File: src/rtl/hci_filler_pkg.sv
// hci_filler_pkg: FSM state encodings, fill-mode encodings and the LFSR step shared by the filler.
package hci_filler_pkg;
  typedef logic [2:0] state_t;
  localparam state_t S_IDLE   = 3'd0;
  localparam state_t S_WRITE  = 3'd1;
  localparam state_t S_WDRAIN = 3'd2;
  localparam state_t S_READ   = 3'd3;
  localparam state_t S_RDRAIN = 3'd4;
  localparam state_t S_DONE   = 3'd5;
  localparam logic [1:0] FILL_INCR  = 2'd0;
  localparam logic [1:0] FILL_LFSR  = 2'd1;
  localparam logic [1:0] FILL_CONST = 2'd2;
  localparam logic [31:0] LFSR_TAPS = 32'h80200003;
  function automatic logic [31:0] lfsr_next(input logic [31:0] s);
    return s[0] ? (s >> 1) ^ LFSR_TAPS : s >> 1;
  endfunction
endpackage

File: src/rtl/hci_filler_patgen.sv
// hci_filler_patgen: registered fill-pattern generator; data_o holds the current word, load restarts at word 0, adv steps one word.
module hci_filler_patgen import hci_filler_pkg::*; #(
  parameter int DW    = 32,
  parameter int CNT_W = 16
) (
  input  logic          clk_i,
  input  logic          rst_i,
  input  logic [1:0]    mode_i,
  input  logic [31:0]   seed_i,
  input  logic [DW-1:0] const_i,
  input  logic          load_i,
  input  logic          adv_i,
  output logic [DW-1:0] data_o
);
  logic [CNT_W-1:0] idx_q, idx_d;
  logic [31:0] lfsr_q, lfsr_d;
  logic [DW-1:0] data_q, rep;
  always_comb begin
    idx_d = load_i ? '0 : idx_q + 1'b1;
    lfsr_d = load_i ? (seed_i == '0 ? 32'h1 : seed_i) : lfsr_next(lfsr_q);
    rep = DW'({(DW + 31) / 32{lfsr_d}});
  end
  always_ff @(posedge clk_i or posedge rst_i) begin
    if (rst_i) begin
      idx_q <= '0;
      lfsr_q <= '0;
      data_q <= '0;
    end else if (load_i || adv_i) begin
      idx_q <= idx_d;
      lfsr_q <= lfsr_d;
      data_q <= mode_i == FILL_LFSR ? rep : mode_i == FILL_CONST ? const_i : DW'(idx_d);
    end
  end
  assign data_o = data_q;
endmodule

File: src/rtl/hci_tcdm_filler.sv
// hci_tcdm_filler: TCDM fill engine with optional readback compare and bounded outstanding requests.
// Define HCI_FILLER_ERR_LOG_EN to keep the mismatch counter and first-error address register.
module hci_tcdm_filler import hci_filler_pkg::*; #(
  parameter int AW              = 32,
  parameter int DW              = 32,
  parameter int MAX_OUTSTANDING = 4,
  parameter int CNT_W           = 16
) (
  input  logic              clk_i,
  input  logic              rst_i,
  input  logic              clear_i,
  input  logic              start_i,
  input  logic [1:0]        mode_i,
  input  logic              verify_i,
  input  logic [AW-1:0]     base_addr_i,
  input  logic [CNT_W-1:0]  n_words_i,
  input  logic [DW-1:0]     const_data_i,
  input  logic [31:0]       seed_i,
  output logic              busy_o,
  output logic              done_o,
  output logic              err_o,
  output logic [CNT_W-1:0]  err_cnt_o,
  output logic [AW-1:0]     first_err_addr_o,
  output logic              tcdm_req_o,
  input  logic              tcdm_gnt_i,
  output logic [AW-1:0]     tcdm_add_o,
  output logic              tcdm_wen_o,
  output logic [DW-1:0]     tcdm_data_o,
  output logic [DW/8-1:0]   tcdm_be_o,
  input  logic [DW-1:0]     tcdm_r_data_i,
  input  logic              tcdm_r_valid_i,
  output logic              tcdm_r_ready_o
);
  localparam int OW = $clog2(MAX_OUTSTANDING + 1);
  state_t state_q, state_d;
  logic [OW-1:0] out_q, out_d;
  logic [CNT_W-1:0] n_q, iss_q;
  logic [AW-1:2] base_q;
  logic [AW-1:0] add_q, ld_add;
  logic [1:0] mode_q, mode_s;
  logic [DW-1:0] const_q, const_s, exp_data;
  logic [31:0] seed_q, seed_s;
  logic verify_q, req_q, req_d, wen_q, err_q;
  logic fire, last, retire, start_acc, ld, rd_rsp, mism;
  always_comb begin
    fire = req_q & tcdm_gnt_i;
    retire = tcdm_r_valid_i && out_q != '0;
    out_d = clear_i ? '0 : out_q + OW'(fire) - OW'(retire);
    last = fire && iss_q == n_q - 1'b1;
    start_acc = !clear_i && state_q == S_IDLE && start_i;
    state_d = state_q;
    case (state_q)
      S_IDLE:   if (start_i) state_d = n_words_i == '0 ? S_DONE : S_WRITE;
      S_WRITE:  if (last) state_d = S_WDRAIN;
      S_WDRAIN: if (out_q == '0) state_d = verify_q ? S_READ : S_DONE;
      S_READ:   if (last) state_d = S_RDRAIN;
      S_RDRAIN: if (out_q == '0) state_d = S_DONE;
      default:  state_d = S_IDLE;
    endcase
    if (clear_i) state_d = S_IDLE;
    ld = state_d != state_q && (state_d == S_WRITE || state_d == S_READ);
    req_d = (state_d == S_WRITE || state_d == S_READ) && out_d < OW'(MAX_OUTSTANDING);
    // The start edge loads word 0 straight from the inputs; later phases reuse latched config.
    mode_s = state_q == S_IDLE ? mode_i : mode_q;
    const_s = state_q == S_IDLE ? const_data_i : const_q;
    seed_s = state_q == S_IDLE ? seed_i : seed_q;
    ld_add = {state_q == S_IDLE ? base_addr_i[AW-1:2] : base_q, 2'b00};
    rd_rsp = tcdm_r_valid_i && (state_q == S_READ || state_q == S_RDRAIN);
    mism = rd_rsp && tcdm_r_data_i != exp_data;
  end
  always_ff @(posedge clk_i or posedge rst_i) begin
    if (rst_i) begin
      state_q <= S_IDLE;
      out_q <= '0;
      n_q <= '0;
      iss_q <= '0;
      base_q <= '0;
      add_q <= '0;
      mode_q <= '0;
      const_q <= '0;
      seed_q <= '0;
      verify_q <= 1'b0;
      req_q <= 1'b0;
      wen_q <= 1'b0;
      err_q <= 1'b0;
    end else begin
      state_q <= state_d;
      out_q <= out_d;
      req_q <= req_d;
      if (start_acc) begin
        n_q <= n_words_i;
        base_q <= base_addr_i[AW-1:2];
        mode_q <= mode_i;
        const_q <= const_data_i;
        seed_q <= seed_i;
        verify_q <= verify_i;
      end
      if (ld) begin
        add_q <= ld_add;
        iss_q <= '0;
        wen_q <= state_q != S_IDLE;
      end else if (fire) begin
        add_q <= add_q + AW'(4);
        iss_q <= iss_q + 1'b1;
      end
      err_q <= start_acc ? 1'b0 : err_q | mism;
    end
  end
  hci_filler_patgen #(.DW(DW), .CNT_W(CNT_W)) u_issue (
    .clk_i, .rst_i, .mode_i(mode_s), .seed_i(seed_s), .const_i(const_s),
    .load_i(ld), .adv_i(fire), .data_o(tcdm_data_o)
  );
  hci_filler_patgen #(.DW(DW), .CNT_W(CNT_W)) u_cmp (
    .clk_i, .rst_i, .mode_i(mode_s), .seed_i(seed_s), .const_i(const_s),
    .load_i(ld), .adv_i(rd_rsp), .data_o(exp_data)
  );
`ifdef HCI_FILLER_ERR_LOG_EN
  logic [CNT_W-1:0] err_cnt_q;
  logic [AW-1:0] first_q, rsp_add_q;
  always_ff @(posedge clk_i or posedge rst_i) begin
    if (rst_i) begin
      err_cnt_q <= '0;
      first_q <= '0;
      rsp_add_q <= '0;
    end else begin
      if (ld) rsp_add_q <= ld_add;
      else if (rd_rsp) rsp_add_q <= rsp_add_q + AW'(4);
      if (start_acc) begin
        err_cnt_q <= '0;
        first_q <= '0;
      end else if (mism) begin
        err_cnt_q <= err_cnt_q + CNT_W'(~&err_cnt_q);
        if (!err_q) first_q <= rsp_add_q;
      end
    end
  end
  assign err_cnt_o = err_cnt_q;
  assign first_err_addr_o = first_q;
`else
  assign err_cnt_o = '0;
  assign first_err_addr_o = '0;
`endif
  assign busy_o = state_q != S_IDLE;
  assign done_o = state_q == S_DONE;
  assign err_o = err_q;
  assign tcdm_req_o = req_q;
  assign tcdm_add_o = add_q;
  assign tcdm_wen_o = wen_q;
  assign tcdm_be_o = '1;
  assign tcdm_r_ready_o = 1'b1;
endmodule

File: config.mk
export PLATFORM = sky130hd
export DESIGN_NAME = hci_tcdm_filler
export DESIGN_NICKNAME = d
export VERILOG_FILES = /design/src/rtl/hci_filler_pkg.sv /design/src/rtl/hci_filler_patgen.sv /design/src/rtl/hci_tcdm_filler.sv
export SDC_FILE = /design/constraint.sdc
export NUM_CORES = 1
export LEC_CHECK = 0
export ABC_CLOCK_PERIOD_IN_PS = 7800
export CAP_MARGIN = 10
export CORE_ASPECT_RATIO = 0.6
export CORE_MARGIN = 8
export CORE_UTILIZATION = 55
export CTS_BUF_LIST = sky130_fd_sc_hd__clkbuf_16
export DETAILED_ROUTE_END_ITERATION = 6
export PLACE_DENSITY = 0.79
export SLEW_MARGIN = 25
export SYNTH_ARGS = -nofsm -noshare
export SYNTH_HDL_FRONTEND = slang
export SYNTH_HIERARCHICAL = 1
export SYNTH_SLANG_ARGS = --single-unit
export TNS_END_PERCENT = 5
File: constraint.sdc
create_clock -name clk_i -period 7.8 [get_ports clk_i]
set_clock_uncertainty 0.2 [all_clocks]
set_input_delay 1.56 -clock clk_i [delete_from_list [all_inputs] [get_ports clk_i]]
set_output_delay 1.56 -clock clk_i [all_outputs]
set_load 0.01 [all_outputs]
After elaboration in Yosys (flattened, before gate mapping):

Index checks and enable logic that the tools add are counted.

* memory bits (read-only): 0
* memory bits (writable): 0
* input bits: 153
* memories: 0
* word-level logic and storage cells: 93
* register bits: 330
* output and inout bits: 122
* bits in latches: 0

* bitwise gates (word level): 4
* multiply operators: 0
* $lt $le $gt $ge: 1
* mux-type cells: 30
* divide/modulo/power cells: 0
* $add $sub $neg: 7
* reductions and logical operators: 20
* eq/ne operators: 12
* shift operators: 0

Operators with widths (number)
* 2-to-1 mux 32 bit: 13
* 2-to-1 mux 16 bit: 4
* adder 16 x 1 -> 16 bit, second input constant: 3
* adder 32 x 3 -> 32 bit, second input constant: 1
* zero test 32 bit: 1
* inequality test 32 bit: 1
* 2-to-1 mux 30 bit: 1
* 2-to-1 mux 3 bit: 9
* == test 16 bit: 1
* zero test 16 bit: 1
* subtractor 16 x 1 -> 16 bit, second input constant: 1
* case mux 3 bit (5 select lines): 1
* == test 3 x 2 -> 1 bit, second input constant: 3
* logical AND 1 bit: 8
* NOT 3 -> 4 bit: 2
* == test 3 x 1 -> 1 bit, second input constant: 2
* == test 3 bit, second input constant: 2
* zero test 3 bit: 2
* nonzero test 3 bit: 2
* logical OR 1 bit: 4
* adder 3 x 1 -> 3 bit: 1
* less-than comparator 3 bit, second input constant: 1
* inequality test 3 bit: 1
* subtractor 3 x 1 -> 3 bit: 1
* 8 further kinds: 8

Depth between registers and ports, before layout:

Gate-level depths: netlist of run 1.

* depth in word-level cells: 12
* gate-level depth with buffers: 16
* gate-level depth less buffers: 11

Modules after synthesis:

The synthesis of run 1 kept the hierarchy.

Modules (own cells, without submodules)
* hci_tcdm_filler: seq. area each 4204.0 um^2, cells an instance 970, instances 1, area an instance 9610.5 um^2
* hci_filler_patgen at u_cmp: seq. area each 2001.9 um^2, cells an instance 473, instances 1, area an instance 4393.0 um^2
* hci_filler_patgen at u_issue: seq. area each 2001.9 um^2, cells an instance 490, instances 1, area an instance 4331.7 um^2

Worst setup path after synthesis of run 1:

OpenSTA, ideal clock, no wires.

* kind: input to register
* start: input port n_words_i[0]
* end: register u_cmp.data_q[16] (netlist: u_cmp/data_o[16])
* required time: 7474 ps
* library setup time: 126 ps
* buffers on the path: 3
* slack: 3301 ps
* stages on the path: 12
* data arrival time: 4173 ps
* cells stage by stage: or4_1 > o41ai_1 > mux2i_1 > nor2_1 > nor3_1 > buf_2 > clkbuf_1 > nor2_4 > nor2_1 > buf_2 > a22o_1 > a221o_1

* cells in the longest elaborated chain, start to end: 10
* elaborated cells on any way between the ends: 13
* classes of those cells: eq/ne (3); mux (6); reduce/logical (4)

Ends and longest elaborated chain
* from (decl): RTL line hci_tcdm_filler.sv:16 `input logic [CNT_W-1:0] n_words_i,`
* zero test 16 bit (*): RTL line hci_tcdm_filler.sv:53 `S_IDLE: if (start_i) state_d = n_words_i == '0 ? S_DONE : S_WRITE;`
* 2-to-1 mux 3 bit (*) (2 in a row): RTL line hci_tcdm_filler.sv:53
* case mux 3 bit (5 select lines) (*): RTL line hci_tcdm_filler.sv:52 `case (state_q)`
* 2-to-1 mux 3 bit (*): RTL line hci_tcdm_filler.sv:60 `if (clear_i) state_d = S_IDLE;`
* == test 3 x 1 -> 1 bit or == test 3 x 2 -> 1 bit (tied branches): RTL line hci_tcdm_filler.sv:61 `ld = state_d != state_q && (state_d == S_WRITE || state_d == S_READ);`
* logical OR 1 bit: RTL line hci_tcdm_filler.sv:61
* logical AND 1 bit (*): RTL line hci_tcdm_filler.sv:61
* via ld: RTL line hci_tcdm_filler.sv:44 `logic fire, last, retire, start_acc, ld, rd_rsp, mism;`
* 2-to-1 mux 32 bit: RTL line hci_filler_patgen.sv:20 `lfsr_d = load_i ? (seed_i == '0 ? 32'h1 : seed_i) : lfsr_next(lfsr_q);`
* 2-to-1 mux 32 bit: RTL line hci_filler_patgen.sv:31 `data_q <= mode_i == FILL_LFSR ? rep : mode_i == FILL_CONST ? const_i : DW'(idx_d);`
* to (signal assigned): RTL line hci_filler_patgen.sv:31
* to (decl): RTL line hci_filler_patgen.sv:17 `logic [DW-1:0] data_q, rep;`

Mark *: on every way through the listed nets, which the timed path passes. The rest lies on a longest branch.
A chain may end at the register's enable or synchronous reset.

Final worst setup path of run 1:

* start: register state_q[1]
* end: output port busy_o

* cells in the longest elaborated chain, start to end: 1

Ends and longest elaborated chain
* from (decl): RTL line hci_tcdm_filler.sv:35 `state_t state_q, state_d;`
* from (signal assigned): RTL line hci_tcdm_filler.sv:87 `state_q <= state_d;`
* nonzero test 3 bit: RTL line hci_tcdm_filler.sv:143 `assign busy_o = state_q != S_IDLE;`
* to (decl): RTL line hci_tcdm_filler.sv:19 `output logic busy_o,`

Every way passes these cells.

==> results.cfg, run 1 <==
[logic_synthesis]
ys_types = 82
synthTopCellsByCount = nand2_1 (335), dfrtp_1 (328), nor2_1 (125)
synthCells = 1933
seq_area_frac_synth_pct = 44.8
synth_area_um2 = 18300
synth.top_cell.area_share_pct = 44.8
synth_edf_count = 0
synth_area_leader_cell = dfrtp_1
asyncSetResetFlopFracSynth_pct = 100
synth_most_common_cell = nand2_1
yosys_warnings = 6
synth_area_leaders = dfrtp_1 (45%), nand2_1 (6.9%), mux2_2 (6.8%)
ys.flop_type = dfrtp_1
synth.avg_cell_area_um2 = 9.49
synth_seq_cells = 328

[final_layout]
drive_above_1_share_pct = 10.5
fin_nets = 2241
syn_to_final_growth_pct = 17.2
fin_util_pct = 65.9
final-instance-count-excl-fill = 2556
final_cell_area_um2 = 21500

[timing]
max_freq_ghz = 0.211
slew_viol_final = 0
min_period_ps = 4740
rsz0062_at_grt = no
setup-violations-final = 0
final.setup.tns_ps = 0
fin_ws_ps = 3060
hold_ws_ps = 271
finalHoldViolations = 0
slew_headroom_pct = 36.3
min_period_over_period_pct = 60.8
worst_pin_slew_ps = 951

[placed_design]
dpl_cell_area_um2 = 20500
dp_hpwl_mm = 40.1
dp_cells = 2496
place_congestion = 0.940
port_buffers = 217
place_ws_ps = 2250

[grt]
overflow = 0
antenna_found_initial = 5
grt_pass1_wl_mm = 85.7
grt_pass1_vias = 14842
grt_max_degree = 133
track_usage_pct = 27.2

[route]
first_iter_violations = 1983
totalWireLength_mm = 55.7
vias_per_cell = 5.97
routed-via-count = 15258
drcViolationCount = 0
drtPass1Iterations = 5
wl_per_cell_um = 21.8
final_antenna_net_count = 0

[power_and_ir_drop]
p_total_mw = 5.59
power.density_nw_per_um2 = 260
peakVddDrop_mv = 0.200
leakage_nw = 9.32

[floorplan]
io_pins = 275
start_util_pct = 56.2
core_um2 = 32600
rows = 51
die_area_um2 = 39600
die_y_um = 157
die_w_um = 252

[critical_path]
worstSetupEndpointType = output pin
critical_path.max_fanout = 49
setup.worst_path.class = register to output pin
critPathArrivalTime_ps = 2980
start_kind = register
worst_ep_required_time_ps = 6040

[clock_tree]
clk_pin_slew_ps = 70
numClockSinks = 328
ctsResizeCount = 0
ctsHoldBuffers = 0
cts_made_buffers = 31
tritoncts = built
clkLatencyLatePin_ps = 580
cts_root_buffer = clkbuf_16
post-cts-setup-buffers = 0
htree_levels = 1
clockBufferDepth = 3

[flow_run]
maxCapViolations = 0

[outcome]
status = finished, final reports clean

[worst_hold_path]
hp-class = register to register
## critical path, cell delays in order (launching register included)
cell and delay, ps:
dfrtp_1 540, nor3_2 110, inv_2 660, buf_4 450
clkdlybuf4s50_1 620
## final timing paths
kind / from / endpoint / slack [ps] / cells past startpoint
setup / recovery: state_q[1]$_DFF_PP0_ / busy_o / 3060 / 4
hold / removal: u_issue/lfsr_q[17]$_DFFE_PP0P_ / u_issue/lfsr_q[17]$_DFFE_PP0P_ / 270 / 2
setup reg to reg: state_q[1]$_DFF_PP0_ / u_cmp/data_o[10]$_DFFE_PP0P_ / 3630 / 10
hold reg to reg: u_issue/lfsr_q[17]$_DFFE_PP0P_ / u_issue/lfsr_q[17]$_DFFE_PP0P_ / 270 / 2
max in group asynchronous: rst_i / seed_q[3]$_DFFE_PP0P_ / 4760 / 3
min in group asynchronous: rst_i / const_q[27]$_DFFE_PP0P_ / 1370 / 2
## layout by cell type (no fill, tap or decap), types with 25 or more instances in the layout
| cell | synthesis | layout |
|---|---|---|
| conb_1 | 2 | 55 |
| nand3_1 | 52 | 52 |
| nand2_1 | 335 | 335 |
| nor2_1 | 125 | 122 |
| nand4_1 | 36 | 36 |
| xor2_1 | 78 | 78 |
| dfrtp_1 | 328 | 328 |
| clkdlybuf4s50_1 | 0 | 217 |
| a22oi_1 | 25 | 25 |
| clkbuf_16 | 0 | 31 |
| xnor2_1 | 76 | 76 |
| a21oi_1 | 111 | 111 |
| o21ai_0 | 77 | 77 |
| mux2i_1 | 89 | 89 |
| nor4_1 | 29 | 29 |
| mux2_2 | 111 | 111 |
| inv_1 | 49 | 52 |
| and3_1 | 25 | 25 |
## registers in the layout, summed over array words and instances, names as in the netlist, 16 cells and up
register / flops
const_q: 32
u_issue/idx_q: 16
iss_q: 16
tcdm_add_o: 30
u_cmp/data_o: 32
u_issue/data_o: 32
n_q: 16
seed_q: 32
u_cmp/idx_q: 16
u_issue/lfsr_q: 32
u_cmp/lfsr_q: 32
base_q: 30
## per-layer routing
layer  track usage (%)  routed length, um  up-vias
met1              38.4              23900     7454
met4              7.49               1540       14
met2              38.6              23300      779
met3              10.0               6710      106
li1                  -                  -     6905
met5              2.20                193        -
## cells by family after synthesis
group,Yosys count,synth area share (%)
multiplexers,200,11.7
buffers and inverters,231,6.55
adder cells (fa/ha/maj),8,0.587
flip-flops,328,44.8
XOR/XNOR,154,7.36
AO/OA/AOI/OAI,322,11.2
AND/OR/NAND/NOR,688,17.8
other,2,0.0410
## cell type report
type	count	area [um^2]
antenna	1	2.50
clock buffer	31	776
clock inverter	27	201
fill	2609	11100
inverter	51	198
multi-input combinational	1427	9160
sequential	328	8210
tap	450	563
timing repair buffer	241	2380
## report_power, final
group	switching [mW]	internal, mW
Sequential	0.375	2.12
Clock	0.669	0.819
Combinational	0.846	0.760
Total	1.89	3.70
(Power assumes the default switching activity.)
==> run 2: changes to the inputs <==
--- a/config.mk
+++ b/config.mk
@@ -5,14 +5,14 @@
 export SDC_FILE = /design/constraint.sdc
 export NUM_CORES = 1
 export LEC_CHECK = 0
-export ABC_CLOCK_PERIOD_IN_PS = 7800
+export ABC_CLOCK_PERIOD_IN_PS = 4000
 export CAP_MARGIN = 10
 export CORE_ASPECT_RATIO = 0.6
 export CORE_MARGIN = 8
-export CORE_UTILIZATION = 55
+export CORE_UTILIZATION = 50
 export CTS_BUF_LIST = sky130_fd_sc_hd__clkbuf_16
 export DETAILED_ROUTE_END_ITERATION = 6
-export PLACE_DENSITY = 0.79
+export PLACE_DENSITY = 0.76
 export SLEW_MARGIN = 25
 export SYNTH_ARGS = -nofsm -noshare
 export SYNTH_HDL_FRONTEND = slang
==> constraint.sdc (replaced) <==
create_clock -name clk_i -period 4 [get_ports clk_i]
set_clock_uncertainty 0.2 [all_clocks]
set_input_delay 0.8 -clock clk_i [delete_from_list [all_inputs] [get_ports clk_i]]
set_output_delay 0.8 -clock clk_i [all_outputs]
set_load 0.01 [all_outputs]
==> results.cfg, run 2 (same netlist as run 1, synthesis figures left out) <==
[critical_path]
r2r-end = u_cmp/data_o[13]$_DFFE_PP0P_
setup.worst_path.class = register to register
critPathArrivalTime_ps = 4110
regToRegSetupSlack_ps = 210
worstSetupEndpointType = register
worst_ep_required_time_ps = 4320
start_kind = register
r2r_start = state_q[1]$_DFF_PP0_
critical_path.max_fanout = 96
r2r_cells = 10

[timing]
rsz0062_at_grt = no
min_period_over_period_pct = 94.7
finalHoldViolations = 0
slew_viol_final = 0
setup-violations-final = 0
worst_pin_slew_ps = 1020
slew_headroom_pct = 31.3
max_freq_ghz = 0.264
min_period_ps = 3790

[floorplan]
io_pins = 275
rows = 54
die_y_um = 164
die_area_um2 = 43300
core_um2 = 36200
start_util_pct = 50.6
die_w_um = 263

[worst_hold_path]
hp-class = register to register
holdPathStages = 2
min_from = u_issue/lfsr_q[18]$_DFFE_PP0P_
min_to = u_issue/lfsr_q[18]$_DFFE_PP0P_

[placed_design]
dp_hpwl_mm = 42.5
dp_cells = 2578
place_congestion = 0.930
port_buffers = 217

[grt]
antenna_found_initial = 7
grt_pass1_vias = 15064
grt_max_degree = 97
overflow = 0
grt_pass1_wl_mm = 88.3
track_usage_pct = 25.5

[outcome]
status = finished, final reports clean

[final_layout]
final_cell_mix = nand2_1 (335), dfrtp_1 (328), clkdlybuf4s50_1 (217)
final-instance-count-excl-fill = 2634
antenna_cells = 0
drive_above_1_share_pct = 12.8
ff_latch_area_um2 = 8210
syn_to_final_growth_pct = 20.5
multiInputGateArea_um2 = 9150
nFillCells = 2997
final_common_cell = nand2_1
fin_nets = 2296

[clock_tree]
ctsHoldBuffers = 0
post-cts-setup-buffers = 0
clk_pin_slew_ps = 70
tritoncts = built
ctsResizeCount = 0
numClockSinks = 328
cts_made_buffers = 31
cts_root_buffer = clkbuf_16
clockBufferDepth = 3
clkLatencyLatePin_ps = 590
htree_levels = 1

[power_and_ir_drop]
leakage_nw = 9.67
p_total_mw = 11.3
peakVddDrop_mv = 0.414
power.density_nw_per_um2 = 510

[route]
drtPass1Iterations = 6
totalWireLength_mm = 57.2
wl_per_cell_um = 21.7
routed-via-count = 15425
drcViolationCount = 0
final_antenna_net_count = 0
vias_per_cell = 5.86
first_iter_violations = 1653

[flow_run]
maxCapViolations = 0
==> run 2: worst max path at each step <==
stage	startpoint	end	slack, ps	cells after the start
5_1_grt	state_q[1]$_DFF_PP0_	u_cmp/lfsr_q[28]$_DFFE_PP0P_	60	10
6_report	state_q[1]$_DFF_PP0_	u_cmp/data_o[13]$_DFFE_PP0P_	210	10
4_1_cts	state_q[1]$_DFF_PP0_	busy_o	60	4
3_5_place_dp	n_words_i[0]	u_cmp/data_o[13]$_DFFE_PP0P_	-20	11
2_1_floorplan	n_words_i[0]	u_cmp/data_o[16]$_DFFE_PP0P_	260	12
3_3_place_gp	n_words_i[0]	u_cmp/data_o[13]$_DFFE_PP0P_	7	11
==> run 2: metrics by stage <==
step / area, um^2 / utilization, % / setup TNS, ps / hold WS [ps] / setup slack, ps
global route: 22100 / 61.0 / 0 / 299 / 59.1
floorplan: 18500 / - / 0 / 238 / 261
CTS: 22100 / 61.0 / 0 / 273 / 60.4
detailed placement: 21000 / 58.0 / -22.8 / 257 / -22.8
finish: 22100 / 61.0 / 0 / 275 / 213
global placement: 21000 / 58.0 / 0 / 251 / 6.96
==> run 2: worst max-delay path: stages, from the launching register on <==
cell and delay (ps):
dfrtp_1 510, nor3_2 390, buf_12 440, nand2_1 110, nand2_1 360, nand2b_1 310, buf_4 210, nor2_1 50
a2111oi_0 730, buf_4 220, a211o_1 80
==> run 2: where the power goes <==
group	switching (mW)	internal (mW)	total (mW)	leakage, nW
Combinational	1.66	1.56	3.22	5.05
Clock	1.33	1.85	3.19	0.547
Sequential	0.729	4.14	4.87	4.07
==> run 2: area by class of cell <==
cell class	count	area share [%]
timing repair buffer	296	13.0
inverter	51	0.901
clock inverter	25	1.32
clock buffer	31	3.51
tap	476	2.70
multi-input combinational	1427	41.4
sequential	328	37.2
==> run 2: per-layer routing <==
metal,global-route usage (%),routed length (um),up-vias
met5,0,78,-
met4,5.26,1180,14
met3,8.66,6230,93
met2,36.5,23900,714
met1,37.1,25800,7606
li1,-,-,6998
==> edit 1: new RTL, config.mk and constraints of run 1 <==
Set the parameter `AW` to 16 (it was 32).
--- a/src/rtl/hci_tcdm_filler.sv
+++ b/src/rtl/hci_tcdm_filler.sv
@@ -2,5 +2,5 @@
 // Define HCI_FILLER_ERR_LOG_EN to keep the mismatch counter and first-error address register.
 module hci_tcdm_filler import hci_filler_pkg::*; #(
-  parameter int AW              = 32,
+  parameter int AW              = 16,
   parameter int DW              = 32,
   parameter int MAX_OUTSTANDING = 4,
Ports: changed (resized base_addr_i, first_err_addr_o and tcdm_add_o); port bits go from 275 to 227. The function was not compared with the original's and may differ.
==> edit 1 against run 1 <==
Fmax is 16% lower. Count of clock-buffer cells in the layout is 3 lower. Critical path depth is 8 higher. Worst setup slack worse by 0.89 ns. Register-to-register slack worse by 1.2 ns. Routed wire length is 8.1% lower. Sequential cell count is 32 lower. Final area is 10% lower. Power is 12% lower. Synthesized area is 9.8% lower. Hold slack better by 0.0016 ns. Core utilization is 1.3 points lower. Die area is 9.0% lower.
==> edit 1: results (changes against run 1) <==
stage;metric;value;unit;change
placed_design;place_area;0.0184;mm^2;-10%
hold_path;whs_endpoint;u_issue/lfsr_q[26];;
placed_design;port-buffer-count;185;;-15%
timing;worst_pin_slew;1.02;ns;+0.0668 ns
setup_path;r2r_start;n_q[0];;
finish;nets;2069;;-7.7%
hold_path;min_from;u_issue/lfsr_q[26];;
setup_path;cp_max_fo;108;;+120%
routing;firstDrtPassIters;7;;+2
setup_path;crit_slowest_cell;a21oi_4;;
routing;viasPerCell;6.09;;+1.9%
placed_design;gp_congestion;0.935;;-0.60%
global_route;grt_pass1_vias;13899;;-6.4%
timing;hold_slack;0.273;ns;+0.00158 ns
synth;synth_adder_area_share;0.651;%;+0.064 points
finish;antenna_cells;0;;-1
power;switching_power;0.00168;W;-11%
global_route;grt_max_degree;109;;-18%
power;p_leak;8.44;nW;-9.4%
setup_path;rr_worst_depth;13;;+3
status;status;complete, no violations;;
finish;final-instance-count-excl-fill;2350;;-8.1%
global_route;grt_pass1_wl;79000;um;-7.7%
power;clkPwrFrac;26.3;%;-0.3 points
routing;detail_route.wl_per_cell;21.8;um;about the same
finish;drive_gt1_share;9.78;%;-0.67 points
power;irDropWorstVdd;168;uV;-16%
routing;drt_iter0_markers;1883;;-5.0%
placed_design;dp_hpwl;36400;um;-9.2%
synth;synth-compound-area-share;12.0;%;+0.74 points
power;pwr-share-seq;45.2;%;+0.5 points
setup_path;r2r_slack;2.40;ns;-1.23 ns
synth;muxShareOfSynthArea;8.76;%;-2.9 points
setup_path;cp-startpoint;tcdm_gnt_i;;
synth;async_reset_ff_share;100;%;unchanged
synth;syn_inst;1804;;-6.7%
synth;synthXorXnorAreaFrac;7.31;%;-0.049 points
finish;fill_cells;2480;;-4.9%
setup_path;cpPeakStageDelay;0.81;ns;+0.15 ns
global_route;antenna_found_initial;0;;-5
setup_path;crit_family;compound AO/OA/AOI/OAI gates;;
timing;fmax;0.178;GHz;-16%
synth;ys_types;78;;-4.9%
setup_path;cp.arrival;5.87;ns;+2.89 ns
clock_network;clk_pin_slew;0.06;ns;
global_route;grt.total_usage;27.8;%;+0.57 points
placed_design;place_inst;2302;;-7.8%
synth;yosysSeqAreaShare;44.8;%;about the same
setup_path;endpoint;u_cmp/lfsr_q[0];;
power;power;0.00489;W;-12%
synth;yosys-top-cells-area;dfrtp_1 (45%), nand2_1 (7.5%), mux2_2 (6.3%), xnor2_1 (4.4%), a21oi_1 (3.5%);;
synth;synthTopCellsByCount;nand2_1 (332), dfrtp_1 (296), nor2_1 (119);;
clock_network;ctsResizeCount;0;;unchanged
clock_network;cts_made_buffers;28;;-9.7%
[edit 1: cell count changes in the layout (fill, tap and decap cells not counted), sizes merged, moves of 16 or more]
cell / run 1 / this run
a22oi: 25 / 48
clkdlybuf4s50: 217 / 185
conb: 55 / 39
dfrtp: 328 / 296
mux2: 111 / 94
mux2i: 89 / 39
xor2: 78 / 55
[edit 1: routing by layer]
metal	vias up	GRT usage [%]	share of wire [%]	routed length [um]
met1	6965	40.2	43	22200
met3	88	10.3	13	6780
li1	6390	-	-	-
met4	0	7.26	2.6	1360
met5	-	0	0	0
met2	857	38.8	41	20800
[edit 1: cell type report]
| cell class | instances | area share [%] |
|---|---|---|
| multi-input cells | 1334 | 42.8 |
| well taps | 408 | 2.65 |
| inverters | 58 | 1.16 |
| repair buffers | 206 | 10.6 |
| clock inverters | 20 | 0.651 |
| flip-flops and latches | 296 | 38.5 |
| clock buffers | 28 | 3.64 |
[edit 1: worst min-delay path, cell delays in order (launching register included)]
cell     delay, ns
dfrtp_1       0.34
nand2_1       0.05
nand2_1       0.05
==> edit 2: new RTL, flow settings as in run 1 <==
Made on the original files. Register the output `err_o` once more, cleared by the reset; this adds one clock of latency there. The other outputs are not delayed to match.
--- a/src/rtl/hci_tcdm_filler.sv
+++ b/src/rtl/hci_tcdm_filler.sv
@@ -143,5 +143,11 @@
   assign busy_o = state_q != S_IDLE;
   assign done_o = state_q == S_DONE;
-  assign err_o = err_q;
+  always_ff @(posedge clk_i or posedge rst_i) begin
+    if (rst_i) begin
+      err_o <= '0;
+    end else begin
+      err_o <= err_q;
+    end
+  end
   assign tcdm_req_o = req_q;
   assign tcdm_add_o = add_q;
Formal check against the unedited RTL: not equivalent (a bounded check fails within 10 cycles, from zero or initial values and one cycle with rst_i high).
==> edit 2 against run 1 <==
The run now ends with DRC left. Sequential cell count is 1 higher. Routed wire length increased by 1.7%. Synthesized area down 0.83%. Sequential power shrank 4%. Worst setup slack lost 0.21 ns. Power down 1.3%. Via count increased by 3.3%. Final area shrank 0.43%. Synthesized cell count rose by 2.3%. Combinational power fell by 7%. First-iteration DRC count is 3.1% higher. Register-to-register slack worse by 0.21 ns. Critical endpoint unchanged. Largest cell class unchanged.
==> edit 2: results (changes against run 1) <==
stage;metric;value;unit;change
status;status;finished with violations;;
status;violations;DRC;;
setup_path;regToRegEndpoint;u_cmp/data_o[11];;
setup_path;cp.arrival;3.19;ns;+0.21 ns
finish;final-seq-area;0.00823;mm^2;+0.30%
routing;wl_met1;23500;um;-1.5%
hold_path;whs_path_depth;0;;-2
clock_network;cts_made_buffers;34;;+9.7%
placed_design;place_area;0.0203;mm^2;-0.81%
power;p_leak;9.25;nW;-0.77%
routing;firstDrtPassIters;7;;+2
routing;drt_iter0_markers;2044;;+3.1%
global_route;grt.total_usage;28.0;%;+0.75 points
synth;synthTopCellsByCount;nand2_1 (388), dfrtp_1 (329), nor2_1 (159);;
synth;synth.avg_cell_area;9.19;um^2;-3.1%
hold_path;min_from;err_q;;
setup_path;r2r_start;state_q[0];;
global_route;grt_pass1_vias;15173;;+2.2%
routing;drc;15;;+15
clock_network;htreeDepth;2;;+1
synth;ys_ff_latch;329;;+0.30%
setup_path;crit_slowest_cell;clkdlybuf4s50_1;;
hold_path;whs_endpoint;err_o;;
placed_design;place_ws;2.48;ns;+0.234 ns
global_route;met2_usage;40.0;%;+1.3 points
routing;detail_route.wl_per_cell;22.0;um;+0.82%
routing;wl_met3;7730;um;+15%
global_route;grt_max_degree;132;;-0.75%
timing;slew_headroom;37.6;%;+1.3 points
finish;inverters;53;;+3.9%
synth;ys_types;81;;-1.2%
## edit 2: cell count changes after synthesis, sizes merged, moves of 4 or more
cell | run 1 | this run
mux2i | 89 | 24
nand2 | 335 | 388
nor2 | 128 | 162
a31oi | 10 | 40
xnor2 | 76 | 99
xor2 | 78 | 61
buf | 118 | 108
clkbuf | 62 | 68
o21ai | 80 | 84
## edit 2: power breakdown
| group | total (W) | leakage (nW) | internal, W | switching (W) |
|---|---|---|---|---|
| combinational | 0.00150 | 4.65 | 0.000692 | 0.000811 |
| sequential | 0.00241 | 4.06 | 0.00208 | 0.000327 |
| clock | 0.00161 | 0.544 | 0.000916 | 0.000696 |
## edit 2: logic make-up after synthesis
kind of cell	share of synthesized area, %
compound gates	12.3
xor+xnor	7.71
fa+ha+maj	0.592
buf+inv	6.61
flops	45.3
mux	8.13
other cells	0.0413
simple gates	19.3
